===== config.mk =====
export PLATFORM = sky130hd
export DESIGN_NAME = mul_limb_seq
export DESIGN_NICKNAME = d
export VERILOG_FILES = /design/src/rtl/mul_limb_pkg.sv /design/src/rtl/mul_limb_pp.sv /design/src/rtl/mul_limb_seq.sv
export SDC_FILE = /design/constraint.sdc
export NUM_CORES = 1
export LEC_CHECK = 0
export CORE_MARGIN = 5
export CORE_UTILIZATION = 45
export DETAILED_ROUTE_END_ITERATION = 6
export PLACE_DENSITY = 0.71
export SYNTH_ARGS = -nofsm -noshare
export SYNTH_HDL_FRONTEND = slang
export SYNTH_SLANG_ARGS = --single-unit

===== constraint.sdc =====
create_clock -name clk -period 17.4 [get_ports clk]
set_clock_uncertainty 0.05 [all_clocks]
set_input_delay 2.61 -clock clk [delete_from_list [all_inputs] [get_ports clk]]
set_output_delay 2.61 -clock clk [all_outputs]
set_load 0.05 [all_outputs]

===== src/rtl/mul_limb_pkg.sv =====
// rtl/mul_limb_pkg.sv - shared types, defaults and limb helper for the limb-serial multiplier
package mul_limb_pkg;

    typedef enum logic [1:0] {
        IDLE = 2'd0,
        MAC  = 2'd1,
        DONE = 2'd2
    } state_t;

    localparam int MUL_LIMB_W_DEF = 16;
    localparam int MUL_LIMBS_DEF  = 2;

    // limb_sel works on a fixed-width carrier; callers zero-extend in and truncate out
    localparam int MUL_VEC_MAX  = 1024;
    localparam int MUL_LIMB_MAX = 64;

    function automatic logic [MUL_LIMB_MAX-1:0] limb_sel(
        input logic [MUL_VEC_MAX-1:0] vec,
        input int                     k,
        input int                     width
    );
        logic [MUL_VEC_MAX-1:0] shifted;
        shifted = vec >> (k * width);
        return shifted[MUL_LIMB_MAX-1:0] & ((64'd1 << width) - 64'd1);
    endfunction

endpackage


===== src/rtl/mul_limb_pp.sv =====
// rtl/mul_limb_pp.sv - combinational LIMB_W x LIMB_W unsigned partial-product unit
module mul_limb_pp #(
    parameter int LIMB_W = 16
) (
    input  logic [LIMB_W-1:0]   i_a,
    input  logic [LIMB_W-1:0]   i_b,
    output logic [2*LIMB_W-1:0] o_p
);

    logic [2*LIMB_W-1:0] w_a_ext;
    logic [2*LIMB_W-1:0] w_b_ext;

    assign w_a_ext = {{LIMB_W{1'b0}}, i_a};
    assign w_b_ext = {{LIMB_W{1'b0}}, i_b};
    assign o_p     = w_a_ext * w_b_ext;

endmodule


===== src/rtl/mul_limb_seq.sv =====
// rtl/mul_limb_seq.sv - limb-serial unsigned multiplier; optional MUL_LIMB_ZERO_BYPASS_EN skips MAC for zero operands
module mul_limb_seq
    import mul_limb_pkg::*;
#(
    parameter int LIMB_W = MUL_LIMB_W_DEF,
    parameter int LIMBS  = MUL_LIMBS_DEF
) (
    input  logic                      clk,
    input  logic                      rst_n,
    input  logic                      in_valid,
    output logic                      in_ready,
    input  logic [LIMBS*LIMB_W-1:0]   a,
    input  logic [LIMBS*LIMB_W-1:0]   b,
    output logic                      out_valid,
    input  logic                      out_ready,
    output logic [2*LIMBS*LIMB_W-1:0] y
);

    localparam int OP_W  = LIMBS * LIMB_W;
    localparam int ACC_W = 2 * OP_W;
    localparam int CW    = (LIMBS > 1) ? $clog2(LIMBS) : 1;
    localparam logic [CW-1:0] LAST = CW'(LIMBS - 1);

    state_t            r_state;
    state_t            w_state_nxt;
    logic [OP_W-1:0]   r_a;
    logic [OP_W-1:0]   r_b;
    logic [ACC_W-1:0]  r_acc;
    logic [ACC_W-1:0]  r_y;
    logic [CW-1:0]     r_i;
    logic [CW-1:0]     r_j;

    logic [LIMB_W-1:0]   w_a_limb;
    logic [LIMB_W-1:0]   w_b_limb;
    logic [2*LIMB_W-1:0] w_pp;
    logic [ACC_W-1:0]    w_pp_ext;
    logic [31:0]         w_shift;
    logic [ACC_W-1:0]    w_acc_sum;
    logic                w_last;
    logic                w_accept;
    logic                w_bypass;

    assign w_a_limb = LIMB_W'(limb_sel(MUL_VEC_MAX'(r_a), int'(r_i), LIMB_W));
    assign w_b_limb = LIMB_W'(limb_sel(MUL_VEC_MAX'(r_b), int'(r_j), LIMB_W));

    mul_limb_pp #(
        .LIMB_W (LIMB_W)
    ) u_pp (
        .i_a (w_a_limb),
        .i_b (w_b_limb),
        .o_p (w_pp)
    );

    assign w_pp_ext  = ACC_W'(w_pp);
    assign w_shift   = (32'(r_i) + 32'(r_j)) * LIMB_W;
    assign w_acc_sum = r_acc + (w_pp_ext << w_shift);
    assign w_last    = (r_i == LAST) && (r_j == LAST);
    assign w_accept  = in_valid && in_ready;

`ifdef MUL_LIMB_ZERO_BYPASS_EN
    assign w_bypass = (a == '0) || (b == '0);
`else
    assign w_bypass = 1'b0;
`endif

    assign in_ready  = (r_state == IDLE);
    assign out_valid = (r_state == DONE);
    assign y         = r_y;

    always_ff @(posedge clk or negedge rst_n) begin
        if (!rst_n) begin
            r_state <= IDLE;
        end else begin
            r_state <= w_state_nxt;
        end
    end

    always_comb begin
        w_state_nxt = r_state;
        case (r_state)
            IDLE: begin
                if (w_accept) begin
                    w_state_nxt = w_bypass ? DONE : MAC;
                end
            end
            MAC: begin
                if (w_last) begin
                    w_state_nxt = DONE;
                end
            end
            DONE: begin
                if (out_ready) begin
                    w_state_nxt = IDLE;
                end
            end
            default: w_state_nxt = IDLE;
        endcase
    end

    // Schoolbook walk: j is the inner limb index, i the outer one
    always_ff @(posedge clk or negedge rst_n) begin
        if (!rst_n) begin
            r_a   <= '0;
            r_b   <= '0;
            r_acc <= '0;
            r_y   <= '0;
            r_i   <= '0;
            r_j   <= '0;
        end else begin
            case (r_state)
                IDLE: begin
                    if (w_accept) begin
                        r_a   <= a;
                        r_b   <= b;
                        r_acc <= '0;
                        r_i   <= '0;
                        r_j   <= '0;
                        if (w_bypass) begin
                            r_y <= '0;
                        end
                    end
                end
                MAC: begin
                    r_acc <= w_acc_sum;
                    if (w_last) begin
                        r_y <= w_acc_sum;
                        r_i <= '0;
                        r_j <= '0;
                    end else if (r_j == LAST) begin
                        r_j <= '0;
                        r_i <= r_i + 1'b1;
                    end else begin
                        r_j <= r_j + 1'b1;
                    end
                end
                default: begin
                end
            endcase
        end
    end

endmodule


; After elaboration in Yosys (flattened, before gate mapping)
; Index checks and enable logic that the tools add are counted.
[word_totals]
elab_cells = 43
mem_count = 0
output_inout_bits = 66
latch_bits = 0
ramBits = 0
inputBits = 68
rom_bits = 0
regBits = 196
[classes]
reduce_logical = 9
order_cmp = 0
mux = 13
bitwise_logic = 0
multipliers = 1
shift = 3
n_eq_ne = 6
div_mod_pow = 0
add_sub_neg = 4
[op_table]
columns = op, count
row1 = $pmux W64 S2, 1
row2 = $add A64 B64 Y64, 1
row3 = $mux W64, 1
row4 = $shl A32 B6 Y64, 1
row5 = $shr A32 B5 Y16, 2
row6 = $mul A16 B16 Y32, 1
row7 = $mux W2, 3
row8 = $pmux W2 S3, 1
row9 = $reduce_and A2 Y1, 3
row10 = $reduce_and A3 Y1, 2
row11 = $mux W1, 5
row12 = $ne A2 B1 Y1 const B, 2
row13 = $pmux W1 S2, 2
row14 = $ne A3 B3 Y1 const B, 1
row15 = $add A1 B1 Y1 const B, 2
row16 = $add A1 B1 Y2, 1
row17 = $eq A2 B1 Y1 const B, 1
row18 = $eq A2 B2 Y1 const B, 1
row19 = $logic_and A1 B1 Y1, 2
row20 = $logic_not A2 Y1, 1
row21 = $ne A2 B2 Y1 const B, 1
row22 = $reduce_bool A2 Y1, 1

; Longest topological paths before layout
; Gate-level depths: netlist of run 1.
[depth]
word_depth = 5
depth_mapped = 40
depth_no_buf = 36

; Cells and area by module
; From an unflattened synthesis of run 1, not the netlist that was laid out.
[hier_totals]
cells_unflattened = 2278
area_unflattened_um2 = 20469.6
[by_module_without_submodules]
columns = module, cells_each, instances, area_each_um2, seq_area_each_um2
row1 = mul_limb_seq, 1292, 1, 11936.4, 4904.7
row2 = mul_limb_pp, 986, 1, 8533.2, 0.0

; Worst setup path after synthesis of run 1
; Ideal clock, no wire load.
[synth_path]
kind = register to register
startpoint = register r_i
endpoint = register r_acc[63]
slack_ps = 7675
required_time_ps = 17218
setup_ps = 132
t_arrival_ps = 9543
path_buffers = 4
period_less_slack_ps = 9725
stages_incl_launch_ff = 38
cell_sequence = dfrtp_1 > clkbuf_1 > clkbuf_1 > clkbuf_1 > mux2i_1 > nor2_1 > fa_1 > inv_1 > fa_1 > fa_1 > inv_1 > fa_1 > fa_1 > inv_1 > fa_1 > inv_1 > ha_1 > a21oi_1 > [2 not listed] > nand3_1 > a221oi_4 > o21ai_0 > a41oi_1 > xor2_1 > mux2_2 > nor2_1 > ha_1 > clkbuf_1 > nand2_1 > nor2_1 > nand2_1 > o21ai_0 > o211ai_2 > a2111oi_2 > nor3_1 > o2111ai_2 > or3b_1
[synth_via]
elab_chain_len = 5
elab_cells_between_ends = 6
classes_between = 2 x add/sub / 1 x mul / 2 x shift / 1 x mux
[synth_lines]
columns = item, line
row1 = "start, declared", mul_limb_seq.sv:30  ; logic [CW-1:0] r_i;
row2 = "start signal, assigned", mul_limb_seq.sv:131  ; r_i <= r_i + 1'b1;
row3 = $shr A32 B5 Y16, mul_limb_pkg.sv:23  ; shifted = vec >> (k * width);
row4 = $mul A16 B16 Y32, mul_limb_pp.sv:15  ; assign o_p = w_a_ext * w_b_ext;
row5 = $shl A32 B6 Y64 *, mul_limb_seq.sv:56  ; assign w_acc_sum = r_acc + (w_pp_ext << w_shift);
row6 = $add A64 B64 Y64 *, mul_limb_seq.sv:56
row7 = $pmux W64 S2 *, mul_limb_seq.sv:110  ; case (r_state)
row8 = "end signal, assigned", mul_limb_seq.sv:124  ; r_acc <= w_acc_sum;
row9 = "end, declared", mul_limb_seq.sv:28  ; logic [ACC_W-1:0] r_acc;
; Every way passes the cells marked *; elsewhere a longest branch is shown, timed or not.
; A chain may end at the register's enable or synchronous reset.

; Worst setup path after layout of run 1
[layout_path]
startpoint = register r_i
endpoint = register r_acc[56]
; Same word-level chain as after synthesis.

==> results.json, run 1 <==
{
  "post_synth_instance_area_mm2": 0.0206,
  "groute.usage.overall_pct": 23.8,
  "cell_type_contributing_the_most_total_cell_area_after_synthesis": "dfrtp_1",
  "crit_arrival_ns": 10.90,
  "tritoncts.num_buffers": 17,
  "critPathKind": "register to register",
  "fp.dieArea_mm2": 0.0501,
  "hp-start": "y[15]",
  "cap_violations": 0,
  "htree_levels": 4,
  "setup_viol": 0,
  "grt_max_degree": 105,
  "clock_tree.root_cell": "clkbuf_16",
  "synth-compound-area-share_pct": 14.5,
  "synth_top_cell_area_share_pct": 23.9,
  "vias_per_cell": 5.61,
  "yosys_warnings": 0,
  "max_freq_ghz": 0.0945,
  "synth_adder_area_share_pct": 29.2,
  "cts_repair_resize_count": 0,
  "router_iterations_before_antenna_repair": 6,
  "grt_first_pass_wirelength_um": 95000,
  "ant_cells": 0,
  "tritoncts": "yes",
  "rsz0062_at_grt": "false",
  "final.period_utilization_pct": 60.8,
  "netlist_instances": 2296,
  "ctsLongestPathBuffers": 2,
  "dr_total_vias": 16718,
  "setup.worst_path.end_class": "register",
  "rows": 78,
  "number_of_antenna_violations_at_the_first_check_in_global_routing": 0,
  "floorplan.initialDensity_pct": 45.4,
  "synth_commonest_cells": "nand2_1 (293), inv_1 (258), dfrtp_1 (196), nor2_1 (196), fa_1 (195)",
  "ys_types": 83,
  "critical_path.most_common_cell": "fa_1",
  "floorplan_die_height_um": 224,
  "critPathSlowestCell": "mux2i_1",
  "synthSimpleGateAreaFrac_pct": 14.6,
  "utilization_pct": 50.7,
  "vias_in_the_first_global_route": 17305,
  "port_buffers": 133,
  "cp-start-kind": "register",
  "worstHoldPathCells": 2,
  "worstHoldEndpoint": "y[15]",
  "synth_seq_cells": 196,
  "period_minus_slack_ns": 10.58,
  "synth_enable_flop_cells": 0,
  "r2r_start": "r_i",
  "area_share_of_xor_xnor_cells_in_the_synthesized_design_pct": 3.79,
  "io_pins": 134,
  "synth_most_common_cell": "nand2_1",
  "reg2reg_setup_slack_ns": 6.82,
  "dp_hpwl_um": 46600,
  "synth_top_cells_by_area": "dfrtp_1 (24%), fa_1 (19%), ha_1 (10%)",
  "worstRegToRegCells": 32,
  "r2r-end": "r_acc[56]",
  "drt-initial-drc-count": 1422,
  "postRouteAntennaNets": 0,
  "syn_area_per_cell_um2": 8.96,
  "outcome": "complete, no violations",
  "wirelength_um": 58500,
  "async_s_r_ff_share_synth_pct": 100,
  "remaining_drc_errors": 0,
  "per_cell_routed_wire_length_um": 19.6,
  "path_clk_slew_ns": 0.08,
  "syn-num-nets": 2727,
  "ys_dominant_reg_cell": "dfrtp_1",
  "tns_ns": 0,
  "yosys-mux-area-fraction_pct": 7.03,
  "insertion_delay_ns": 0.51,
  "ctsHoldBuffers": 0,
  "final_layout_size_suffix_gt1_share_pct": 8.11,
  "post-cts-setup-buffer-count": 0,
  "dieWidth_um": 224,
  "worstPathRequired_ns": 17.72,
  "max_stage_delay_ns": 0.98,
  "layout.nets": 2799,
  "worstHoldPathType": "register to register",
  "finalHoldViolCount": 0,
  "largest_family_of_logic_cells_by_synthesized_area": "adder cells",
  "slew-limit-headroom_pct": 23.0,
  "cts.sink_count": 196,
  "core_region_area_mm2": 0.0453,
  "grt_overflow_total": 0,
  "seq_area_frac_synth_pct": 23.9,
  "slew_viols_final": 0,
  "nFillCells": 4287,
  "finalWeightedCongestion": 0.976,
  "worst_slew_pin_slew_ns": 1.12,
  "areaGrowthSynthToFinish_pct": 11.5,
  "worstPathMaxFanout": 33
}
## placed cells by master (no fill, tap or decap), drive strengths merged, types with 33 or more instances in the layout
cell type	count
a21o	63
nor2	197
nand3	83
nand2	294
fa	195
xor2	35
mux2i	33
clkdlybuf4s50	132
ha	168
mux2	99
inv	264
xnor2	54
dfrtp	196
o21ai	179
a21oi	102
## critical path, delay by kind of cell, from the launching register on
family          cells  cell delay, ns
fa+ha+maj           8            3.82
compound gates     12            3.24
mux                 2            1.20
simple gates        5            0.80
buf+inv             3            0.51
xor+xnor            2            0.44
flops               1            0.36
## worst max path at each step
| stage | endpoint | start | slack, ns | depth (start not counted) |
|---|---|---|---|---|
| floorplan | r_acc[63] | r_i | 7.68 | 37 |
| global placement | y[52] | r_i | 7.06 | 33 |
| detailed placement | r_acc[56] | r_i | 6.92 | 32 |
| CTS | y[50] | r_i | 6.88 | 32 |
| global route | y[51] | r_i | 6.29 | 32 |
| finish | r_acc[56] | r_i | 6.82 | 32 |
## layout make-up
cell class              instances  area, µm²  share of cell area [%]
clock buffers                  19        443                    1.93
clock inverters                13        133                   0.578
inverters                     258        968                    4.22
multi-input cells            1741      14200                    62.1
flip-flops and latches        196       4900                    21.4
well taps                     600        751                    3.27
repair buffers                154       1490                    6.51
## stage by stage
stage	instance area [µm²]	hold slack (ns)	worst slack, ns	cells
after global routing	22900	0.468	6.29	2981
after floorplan	20600	0.406	7.68	2296
final	22900	0.434	6.82	2981
after global placement	22400	0.413	7.06	2949
after CTS	22900	0.437	6.88	2981
after detailed placement	22400	0.423	6.92	2949
## registers in the layout (all words and copies together), names as in the netlist
| signal | cells |
|---|---|
| r_acc | 64 |
| y | 64 |
| r_state | 2 |
| r_b | 32 |
| r_a | 32 |
| r_i | 1 |
| r_j | 1 |
## layer usage
metal	part of all wire, %	global-route usage [%]
met1	45	32.6
met2	46	38.3
met3	5.6	3.84
met4	3.7	9.03
met5	0	0
## kinds of logic after synthesis
logic type,after synthesis
xor gates and xnor gates,89
AOI/OAI and AO/OA,470
buffers and inverters,359
DFF,196
and+or+nand+nor,687
muxes,132
adders and majority gates,363
Power of run 1 is left out: the tool's default activity adds up to more than one toggle a clock period on the data nets, which glitch-free logic cannot reach.
==> run 2: changes to the inputs <==
clock period = 10.8 ns   (was 17.4 ns; I/O delays follow)
==> run 2 against run 1 <==
Net effect: critical path depth rose by 3; cell area grew 0.74%; global-route usage is 0.34 points higher; utilization is 0.37 points higher; critical endpoint is now y[52]; count of clock-buffer cells in the layout down 2; the run now ends with design-rule violations left; largest cell class unchanged; fmax up 2.9%.
==> results.json, run 2 (same netlist as run 1, synthesis figures left out) <==
{
  "setup.worst_path.end_class": "register",
  "insertion_delay_ns": 0.51,
  "htree_levels": 4,
  "finalWeightedCongestion": 1.00,
  "dr_total_vias": 16815,
  "worst_slew_pin_slew_ns": 1.18,
  "ant_cells": 0,
  "rsz0062_at_grt": "false",
  "r2r-end": "y[52]",
  "floorplan.initialDensity_pct": 45.4,
  "finalHoldViolCount": 0,
  "worstPathRequired_ns": 11.09,
  "final.period_utilization_pct": 95.3,
  "cts_repair_resize_count": 0,
  "r2r_start": "r_i",
  "worstRegToRegCells": 35,
  "critPathKind": "register to register",
  "post_dp_cell_area_mm2": 0.0225,
  "most-common-layout-cells": "nand2_1 (291), inv_1 (258), nor2_1 (196), dfrtp_1 (196), fa_1 (195)",
  "critPathSlowestCell": "fa_1",
  "number_of_antenna_violations_at_the_first_check_in_global_routing": 0,
  "dieWidth_um": 224,
  "vias_per_cell": 5.61,
  "critical_path_depth": 35,
  "router_iterations_before_antenna_repair": 7,
  "grt_first_pass_wirelength_um": 96300,
  "vias_in_the_first_global_route": 17477,
  "postRouteAntennaNets": 0,
  "final.hold.worst_slack_ns": 0.435,
  "slew_viols_final": 0,
  "drt-initial-drc-count": 1334,
  "tns_ns": 0,
  "critical_path_buf_inv_count": 6,
  "slew-limit-headroom_pct": 21.3,
  "io_pins": 134,
  "final_layout_size_suffix_gt1_share_pct": 8.72,
  "violations_in_the_final_reports": "design-rule violations",
  "tritoncts.num_buffers": 17,
  "clock_tree.root_cell": "clkbuf_16",
  "setup_viol": 0,
  "rows": 78,
  "worstHoldPathType": "register to register",
  "critical_path.most_common_cell": "fa_1",
  "wirelength_um": 59700,
  "reg2reg_setup_slack_ns": 0.51,
  "period_minus_slack_ns": 10.29,
  "per_cell_routed_wire_length_um": 19.9,
  "ctsHoldBuffers": 0,
  "dp_hpwl_um": 47500,
  "ctsLongestPathBuffers": 2,
  "nFillCells": 4223,
  "cp-start-kind": "register",
  "fp.dieArea_mm2": 0.0501,
  "outcome": "complete, but fails checks",
  "groute.usage.overall_pct": 24.1,
  "grt_max_degree": 126,
  "post-cts-setup-buffer-count": 0,
  "areaGrowthSynthToFinish_pct": 12.4,
  "tritoncts": "yes",
  "path_clk_slew_ns": 0.08,
  "crit_arrival_ns": 10.58,
  "worstHoldPathCells": 2,
  "worstPathMaxFanout": 32,
  "max_stage_delay_ns": 0.57,
  "remaining_drc_errors": 6,
  "cts.sink_count": 196,
  "max_freq_ghz": 0.0972,
  "hp-start": "y[38]",
  "final_common_cell": "nand2_1",
  "grt_overflow_total": 0,
  "cp_top_family": "compound AO/OA/AOI/OAI gates",
  "cap_violations": 0,
  "layout.nets": 2814,
  "floorplan_die_height_um": 224,
  "port_buffers": 133,
  "worstHoldEndpoint": "y[38]",
  "core_region_area_mm2": 0.0453,
  "fin_area_mm2": 0.0231
}
==> run 2: changes by cell type in the layout (fill, tap and decap cells not counted), sizes merged <==
cell / change
clkbuf: -2
buf: +15
clkinvlp: +2
==> run 2: worst reg2reg max path: cells and delay by family (launching register included) <==
kind                     cells  cell delay (ns)
AO/OA/AOI/OAI               14             3.70
adder cells (fa/ha/maj)      8             3.55
buffers and inverters        6             0.74
AND/OR/NAND/NOR              4             0.69
multiplexers                 1             0.54
flip-flops                   1             0.45
XOR/XNOR                     2             0.43
==> run 2: worst max path at each step <==
stage	from	end	slack [ns]
6_report	r_i	y[52]	0.51
5_1_grt	r_i	r_acc[63]	0.21
4_1_cts	r_i	y[52]	0.76
3_5_place_dp	r_i	y[52]	0.86
3_3_place_gp	r_i	y[52]	0.99
2_1_floorplan	r_i	r_acc[63]	1.08
==> run 2: area by class of cell <==
type / instances / area (µm²) / area share, %
sequential: 196 / 4900 / 21.2
inverter: 258 / 968 / 4.19
multi-input combinational: 1741 / 14200 / 61.7
clock inverter: 15 / 181 / 0.785
timing repair buffer: 169 / 1630 / 7.06
tap: 600 / 751 / 3.25
clock buffer: 17 / 425 / 1.84
==> run 2: stage by stage <==
step                      worst slack [ns]  util (%)  instances
after floorplan                       1.08         -       2296
after global placement               0.990      49.7       2964
after detailed placement             0.859      49.7       2964
after CTS                            0.760      51.0       2996
after global routing                 0.212      51.0       2996
final                                0.512      51.0       2996
==> run 2: routing by layer <==
metal	up-vias	global-route usage [%]	part of all wire [%]
met1	8183	32.1	44
met3	139	4.65	6.4
met5	-	0	0
met4	0	11.0	4.6
met2	626	38.5	45
li1	7867	-	-
Power of run 2 is left out for the same reason.
